--- config.mk ---
export PLATFORM = sky130hd
export DESIGN_NAME = selection_credit_port
export DESIGN_NICKNAME = d
export VERILOG_FILES = /design/src/rtl/selection_pkg.sv /design/src/rtl/selection_port.sv /design/src/rtl/selection_credit_port.sv
export SDC_FILE = /design/constraint.sdc
export NUM_CORES = 1
export LEC_CHECK = 0
export ABC_AREA = 1
export BUFFER_PORTS_ARGS = -buffer_cell sky130_fd_sc_hd__buf_4
export CORE_ASPECT_RATIO = 0.9
export CORE_UTILIZATION = 45
export CTS_CLUSTER_SIZE = 20
export DETAILED_ROUTE_END_ITERATION = 6
export PLACE_DENSITY = 0.76
export SYNTH_ARGS = -nofsm -noshare
export SYNTH_HDL_FRONTEND = slang
export SYNTH_HIERARCHICAL = 1
export SYNTH_SLANG_ARGS = --single-unit
--- constraint.sdc ---
create_clock -name clk -period 2.85 [get_ports clk]
set_input_delay 0.4275 -clock clk [delete_from_list [all_inputs] [get_ports clk]]
set_output_delay 0.4275 -clock clk [all_outputs]
set_load 0.05 [all_outputs]
--- src/rtl/selection_pkg.sv ---
// rtl/selection_pkg.sv - shared types, sizes and helpers for output-port selection
package selection_pkg;

  localparam int N = 5;
  localparam int M = 3;
  localparam int X_NODES = 4;
  localparam int Y_NODES = 4;
  localparam int CNT_SLOT = M - 1;

  typedef enum logic [1:0] {
    DIR_NORTH = 2'd0,
    DIR_EAST  = 2'd1,
    DIR_SOUTH = 2'd2,
    DIR_WEST  = 2'd3
  } dir_e;

  typedef enum logic {
    IDLE = 1'b0,
    REQ  = 1'b1
  } state_e;

  // Direction d lands on bit d+1; bit 0 (local) is never produced here.
  function automatic logic [0:N-1] dir_to_onehot(input logic [1:0] d);
    logic [0:N-1] oh;
    oh = '0;
    oh[3'(d) + 3'd1] = 1'b1;
    return oh;
  endfunction

endpackage

--- src/rtl/selection_port.sv ---
// rtl/selection_port.sv - one input's selection FSM, credit comparator and tie-break bit
module selection_port
  import selection_pkg::*;
#(
  parameter int CREDIT_W = 3
) (
  input  logic                           clk,
  input  logic                           reset,
  input  logic                           select,
  input  logic [0:M-1][1:0]              avail,
  input  logic [0:N-1][CREDIT_W-1:0]     credit,
  input  logic                           grant,
  output logic [0:N-1]                   req,
  output logic                           ready,
  output logic                           error
);

  state_e              state, state_n;
  logic [0:N-1]        req_n;
  logic                err_n;
  logic                tb, tb_n;
  logic                accept;
  logic [1:0]          cnt;
  logic [CREDIT_W-1:0] c0, c1;
  logic [1:0]          pick;

  assign ready  = (state == IDLE) | grant;
  assign accept = select & ready;
  assign cnt    = avail[CNT_SLOT];
  assign c0     = credit[3'(avail[0]) + 3'd1];
  assign c1     = credit[3'(avail[1]) + 3'd1];

  always_ff @(posedge clk or posedge reset) begin
    if (reset) begin
      state <= IDLE;
      req   <= '0;
      error <= 1'b0;
      tb    <= 1'b0;
    end else begin
      state <= state_n;
      req   <= req_n;
      error <= err_n;
      tb    <= tb_n;
    end
  end

  always_comb begin
    state_n = state;
    req_n   = req;
    err_n   = 1'b0;
    tb_n    = tb;
    pick    = avail[0];
    if (state == REQ && grant) begin
      state_n = IDLE;
      req_n   = '0;
    end
    if (accept) begin
      if (cnt == 2'd0) begin
        err_n   = 1'b1;
        state_n = IDLE;
        req_n   = '0;
      end else begin
        // Only slots 0 and 1 compete; equal credits alternate via tb.
        if (cnt >= 2'd2) begin
          if (c1 > c0) begin
            pick = avail[1];
          end else if (c1 == c0) begin
            pick = tb ? avail[1] : avail[0];
            tb_n = ~tb;
          end
        end
        state_n = REQ;
        req_n   = dir_to_onehot(pick);
      end
    end
  end

endmodule

--- src/rtl/selection_credit_port.sv ---
// rtl/selection_credit_port.sv - commits each input to one output port using downstream credits
module selection_credit_port
  import selection_pkg::*;
#(
  parameter int CREDIT_W = 3
) (
  input  logic                           clk,
  input  logic                           reset,
  input  logic [0:N-1]                   i_select_neighbor,
  input  logic [0:N-1][0:M-1][1:0]       i_avail_directions,
  input  logic [0:N-1][CREDIT_W-1:0]     i_credit,
  input  logic [0:N-1]                   i_grant,
  output logic [0:N-1][0:N-1]            o_output_req,
  output logic [0:N-1]                   o_ready,
  output logic [0:N-1]                   o_error
);

  for (genvar g = 0; g < N; g++) begin : g_port
    selection_port #(
      .CREDIT_W (CREDIT_W)
    ) u_port (
      .clk    (clk),
      .reset  (reset),
      .select (i_select_neighbor[g]),
      .avail  (i_avail_directions[g]),
      .credit (i_credit),
      .grant  (i_grant[g]),
      .req    (o_output_req[g]),
      .ready  (o_ready[g]),
      .error  (o_error[g])
    );
  end

endmodule

======== After elaboration in Yosys (flattened, before gate mapping) ========
Index checks and enable logic that the tools add are counted.
word-level totals
  register bits after elaboration ......... 40
  input port bits ......................... 57
  output and inout bits ................... 35
  logic and storage cells ................. 250
operators by class
  add/subtract/negate cells ............... 15
  order comparisons ....................... 30
  equal/unequal tests ..................... 5
  multiplexer cells ....................... 110
  bitwise gates (word level) .............. 45
  reductions and logical operators ........ 25
operators by type and width
  kind                 number
  $bmux 3 s3           10
  $mux 5               15
  $ge 4x4->1 const B   15
  $mux 2               30
  $mux 3               20
  $not 3->4            15
  $add 2x1->3 const B  15
  $mux 1               30
  $reduce_and 5->1     5
  $lt 4x1->1 const B   5
  $not 1->1            20
  $demux 1 s3          5
  $eq 3x3->1           5
  $gt 3x3->1           5
  $ge 2x2->1 const B   5
  $logic_and 1x1->1    10
  $logic_not 2->1      5
  $reduce_bool 2->1    5
  $and 1x1->1          5
  $or 1x1->1           5

======== Longest topological paths before layout ========
  depth in word-level cells ............... 19
  mapped depth ............................ 17
  depth with buffers taken out ............ 17

======== Hierarchy ========
Netlist, hierarchy kept.
modules (own cells, without submodules)
  module                                  times used  cells each  area an instance (µm²)  sequential area each (µm²)
  selection_port at g_port[0].u_port ...  4           125         798.3                   200.2
  selection_port at g_port[4].u_port      1           125         783.3                   200.2

======== Worst setup path before layout ========
No wires, ideal clock.
  path type ............................... in2reg
  from .................................... in i_avail_directions[4] (netlist name)
  to ...................................... reg g_port[4].u_port/req[2] (netlist name)
  setup time .............................. 118 ps
  data arrival time ....................... 1966 ps
  required time ........................... 2732 ps
  path slack .............................. 766 ps
  stages on the path ...................... 15
  path buffers ............................ 0
  cells stage by stage .................... ha_1 nor3_2 nand2_1 nand2_1 inv_1 ha_1 nand2_1 clkinv_2 nand2_2 nand2_2 nand3_2 nand2_1 nand2_1 nand3_1 nand2_1
on the way
  word-level cells in the longest chain between the ends .. 19
  elaborated cells on any way between the ends .. 22
  classes of those cells .................. 2 x add/sub; 3 x order compare; 1 x eq/ne; 13 x mux; 2 x bitwise; 1 x reduce/logical
RTL lines
  element                                                                RTL line                     source
  from (decl)                                                            selection_credit_port.sv:10  input logic [0:N-1][0:M-1][1:0] i_avail_directions,
  parallel branches: the longest is 8 deep, another holds $add 2x1->3    n/a
  $mux 2 *                                                               selection_port.sv:64         if (cnt >= 2'd2) begin
  $mux 2 *                                                               selection_port.sv:58         if (cnt == 2'd0) begin
  $mux 2 *                                                               selection_port.sv:57         if (accept) begin
  $add 2x1->3 *                                                          selection_pkg.sv:26          oh[3'(d) + 3'd1] = 1'b1;
  $not 3->4 (not written as such) *                                      selection_pkg.sv:26
  $ge 4x4->1 (not written as such) / $lt 4x1->1 (equally long branches)  selection_pkg.sv:26
  $logic_and 1x1->1 (not written as such)                                selection_pkg.sv:26
  $mux 1 (not written as such)                                           selection_pkg.sv:26
  $demux 1 s3 *                                                          selection_pkg.sv:26
  $mux 5 *                                                               selection_port.sv:58
  $mux 5 *                                                               selection_port.sv:57
  to (signal assigned)                                                   selection_port.sv:41         req <= req_n;
  to (decl)                                                              selection_port.sv:13         output logic [0:N-1] req,
Mark *: on every way between the ends. The select of a mux whose other input is x is not followed.
A chain may end at the register's enable or synchronous reset.

======== Worst setup path in the final report ========
  from .................................... in i_avail_directions[28] (netlist name)
  to ...................................... reg g_port[0].u_port/req[4] (netlist name)
on the way
  word-level cells in the longest chain between the ends .. 19
  elaborated cells on any way between the ends .. 22
  classes of those cells .................. 2 x add/sub; 3 x order compare; 1 x eq/ne; 13 x mux; 2 x bitwise; 1 x reduce/logical
RTL lines
  element                                                                RTL line
  parallel branches: the longest is 8 deep, another holds $add 2x1->3    n/a
  $mux 2 *                                                               selection_port.sv:64
  $mux 2 *                                                               selection_port.sv:58
  $mux 2 *                                                               selection_port.sv:57
  $add 2x1->3 *                                                          selection_pkg.sv:26
  $not 3->4 (not written as such) *                                      selection_pkg.sv:26
  $ge 4x4->1 (not written as such) / $lt 4x1->1 (equally long branches)  selection_pkg.sv:26
  $logic_and 1x1->1 (not written as such)                                selection_pkg.sv:26
  $mux 1 (not written as such)                                           selection_pkg.sv:26
  $demux 1 s3 *                                                          selection_pkg.sv:26
  $mux 5 *                                                               selection_port.sv:58
  $mux 5 *                                                               selection_port.sv:57
  to (signal assigned)                                                   selection_port.sv:41
  to (decl)                                                              selection_port.sv:13
Marks and branches as above.

==> metrics.md <==
| Metric | Value |
|---|---|
| Vias in the first global route | 4255 |
| Pre-CTS setup slack | between 0.3 and 0.4 ns |
| Crit path max-delay cell type | ha_1 |
| Clk_skew | 0.00531 ns |
| Vias per cell | 5.27 |
| Clock latency on the worst-skew pair | 0.31 ns |
| Cts hold-fix bufs | 0 |
| Final Cycle Share | 76.6% |
| Io pins | 92 |
| Mean post-synth cell area | ~6.4 um2 |
| Pleak | 2.67 nW |
| Core ar. | 8570 um2 |
| CTS H-tree lvls | 2 |
| CP arrival | ~2.4 ns |
| Largest net degree at the start of global routing | 13 |
| Post-CTS resize count | 0 |
| FF/Latch Area | approximately 1000 um2 |
| Synth Instances | around 630 |
| Die H | 91.2 um |
| Seq/Total Area, Yosys | 25.2% |
| Hold Crit Class | primary input to async pin |
| I/O Buffers | roughly 90 |
| CTS sink count | 40 |
| Setup CP Type | primary input to flop |
| Routed via count | between 4k and 5k |
| Max Cap Viol | 0 |
| Commonest non-fill, non-tap cell in the layout | nand2_1 |
| Fillers | 868 |
| Row cnt | 32 |
| Met2 Wirelength | about 5300 um |
| Unrepaired setup endpoints after global routing | no |
| Status | finished clean |
| Sum Neg Setup Slack | 0 ns |
| Period minus WS final | roughly 2.2 ns |
| CP Capture Type | flop |
| Synth Warn # | 6 |
| Die Wd | 101 um |
| CTS root buf | clkbuf_8 |
| Worst Path Required | ~3 ns |
| Routed len/inst | 13.3 um |
| Max-slew headroom | 75.6% |
| Power Dens Cells | roughly 480 nW/um2 |
| Post-CTS Setup Bufs | 0 |
| CP startpoint kind | primary input |
| CTS clk-pin slew, worst paths | 0.09 ns |
| Maximum VDD drop | ~250 uV |
| Area grow syn2layout | 20.7% |
| Synth top area share | about a quarter |
| NumNets Final | 795 |
| HPWL after DPL | 8450 um |
| Max-slew violations | 0 |
| Post-Syn Nets | 707 |
| Total congestion overflow | 0 |
| WL final | 11100 um |
| Ant diodes | 0 |
| Mapped Area | 3980 um2 |
| Synth area leaders | dfrtp_1 25%, nand2_1 18%, nand3_1 13% |
| Tightest Pin Transition | 0.364 ns |
| Critical path peak fanout | 11 |
| # setup viols final | 0 |
| Cells along the critical path | buf_4 -> ha_1 -> inv_2 -> nand3_1 -> a32o_1 -> ha_1 -> inv_1 -> nand2_2 -> nand2_2 -> nand2_2 -> nand3_2 -> nand2_1 -> nand2_1 -> nand3_1 -> nand2_1 |
| GRT Total Usage | between 20% and 30% |
| Final Hold Fails | 0 |
| DRC | 0 |
| Share of layout cells above drive strength 1 | 22.1% |
| Most frequent cells in the layout | 190 x nand2_1, 105 x nand3_1, 91 x buf_4 |
| Max stage delay on crit path | about 0.36 ns |
| CTS Buf Count | 5 |
| Die ar. | 9220 um2 |
| FMAX | between 400 and 500 MHz |
| First-pass GRT wire length | about 19000 um |
| Routability Congestion | 0.874 |
| Final WS setup | between 0.6 and 0.7 ns |
| Drt pass-1 iters | 6 |
| Largest area contributor in the netlist | dfrtp_1 |
| DRC marker count from the first detailed-route iteration | between 150 and 200 |
| Synth unique cells | 25 |
| Clock Tree Buf Depth | 2 |
| Area of the multi-input gates | around 2500 um2 |
| Highest Signal Layer | met4 |
| Flop and latch count out of synthesis | 40 |
| CTS tree | done |
| Initial antenna violation count | 0 |
| Starting Density | 46.4% |
| Post-route ant nets | 0 |
| Routed wire length on met3 | 735 um |
| M1 WL | 4750 um |
[path summary, 6_finish.rpt]
| kind | depth (start not counted) | from | slack (ns) | endpoint |
|---|---|---|---|---|
| setup / recovery | 15 | i_avail_directions[28] | 0.67 | g_port[0].u_port/req[4]$_DFFE_PP0P_ |
| max in group asynchronous | 2 | reset | 2.49 | g_port[0].u_port/tb$_DFFE_PP0P_ |
| setup reg to reg | 6 | g_port[3].u_port/tb$_DFFE_PP0P_ | 1.81 | g_port[3].u_port/req[3]$_DFFE_PP0P_ |
| min in group clk | 2 | i_avail_directions[0] | 0.27 | g_port[4].u_port/error$_DFF_PP0_ |
| hold reg to reg | 2 | g_port[4].u_port/req[3]$_DFFE_PP0P_ | 0.49 | g_port[4].u_port/req[3]$_DFFE_PP0P_ |
| hold / removal | 2 | reset | 0.12 | g_port[1].u_port/req[1]$_DFFE_PP0P_ |
[worst max-delay path, delay by kind of cell]
family / cells / cell delay [ns]
compound gates: 1 / 0.25
fa+ha+maj: 2 / 0.68
buf+inv: 3 / 0.33
simple gates: 9 / 0.67
[registers in the layout, summed over array words and instances (netlist names)]
| name | count |
|---|---|
| g_port.u_port/state | 5 |
| g_port.u_port/error | 5 |
| g_port.u_port/req | 25 |
| g_port.u_port/tb | 5 |
[per-layer routing]
metal | up-vias | GRT usage [%]
li1 | 2224 | -
met1 | 1979 | 32.1
met2 | 159 | 43.0
met3 | 28 | 4.62
met4 | 0 | 8.70
met5 | - | 0
[stage by stage]
stage	hold slack (ns)	std cells	util [%]	total power, mW	area [um2]
4_1_cts	0.120	833	56.0	2.31	4800
5_1_grt	0.132	833	56.0	2.49	4800
2_1_floorplan	0.243	625	-	1.56	3980
3_3_place_gp	0.445	825	54.9	1.84	4710
6_report	0.117	833	56.0	2.30	4800
3_5_place_dp	0.452	825	54.9	1.88	4710
[report_power, final]
part           switching (mW)  total (mW)  internal [mW]  leakage [nW]
sequential             0.0641       0.719          0.655         0.528
combinational           0.760        1.16          0.400          2.10
clock                   0.226       0.423          0.197        0.0445
total                    1.05        2.30           1.25          2.67
[synthesized netlist by cell type]
cell / number
nand2_1: 190
nand3_1: 105
inv_1: 65
dfrtp_1: 40
a21oi_1: 25
ha_1: 25
nor2_1: 25
o21ai_1: 25
nand2_2: 20
o21ai_0: 20
inv_2: 11
nor2_2: 10
nor3_1: 10
buf_6: 8
a32o_1: 5
and2_1: 5
clkinv_2: 5
nand3_2: 5
nand3b_1: 5
nor3_2: 5
o22ai_1: 5
xor2_1: 5
inv_6: 4
buf_2: 1
buf_4: 1
[cell type report]
| class | count | area share (%) |
|---|---|---|
| tap | 119 | 3.10 |
| inverter | 85 | 7.19 |
| sequential | 40 | 20.9 |
| clock inverter | 1 | 0.156 |
| clock buffer | 7 | 1.80 |
| multi-input combinational | 490 | 52.7 |
| timing repair buffer | 91 | 14.2 |
[cells by family after synthesis]
| logic type | after synthesis | synth area share (%) |
|---|---|---|
| AOI/OAI and AO/OA | 80 | 10.9 |
| xor gates and xnor gates | 5 | 1.10 |
| adders and majority gates | 25 | 7.87 |
| buffers and inverters | 95 | 11.3 |
| DFF | 40 | 25.2 |
| and+or+nand+nor | 380 | 43.7 |
Power figures use the tool's default switching activity.
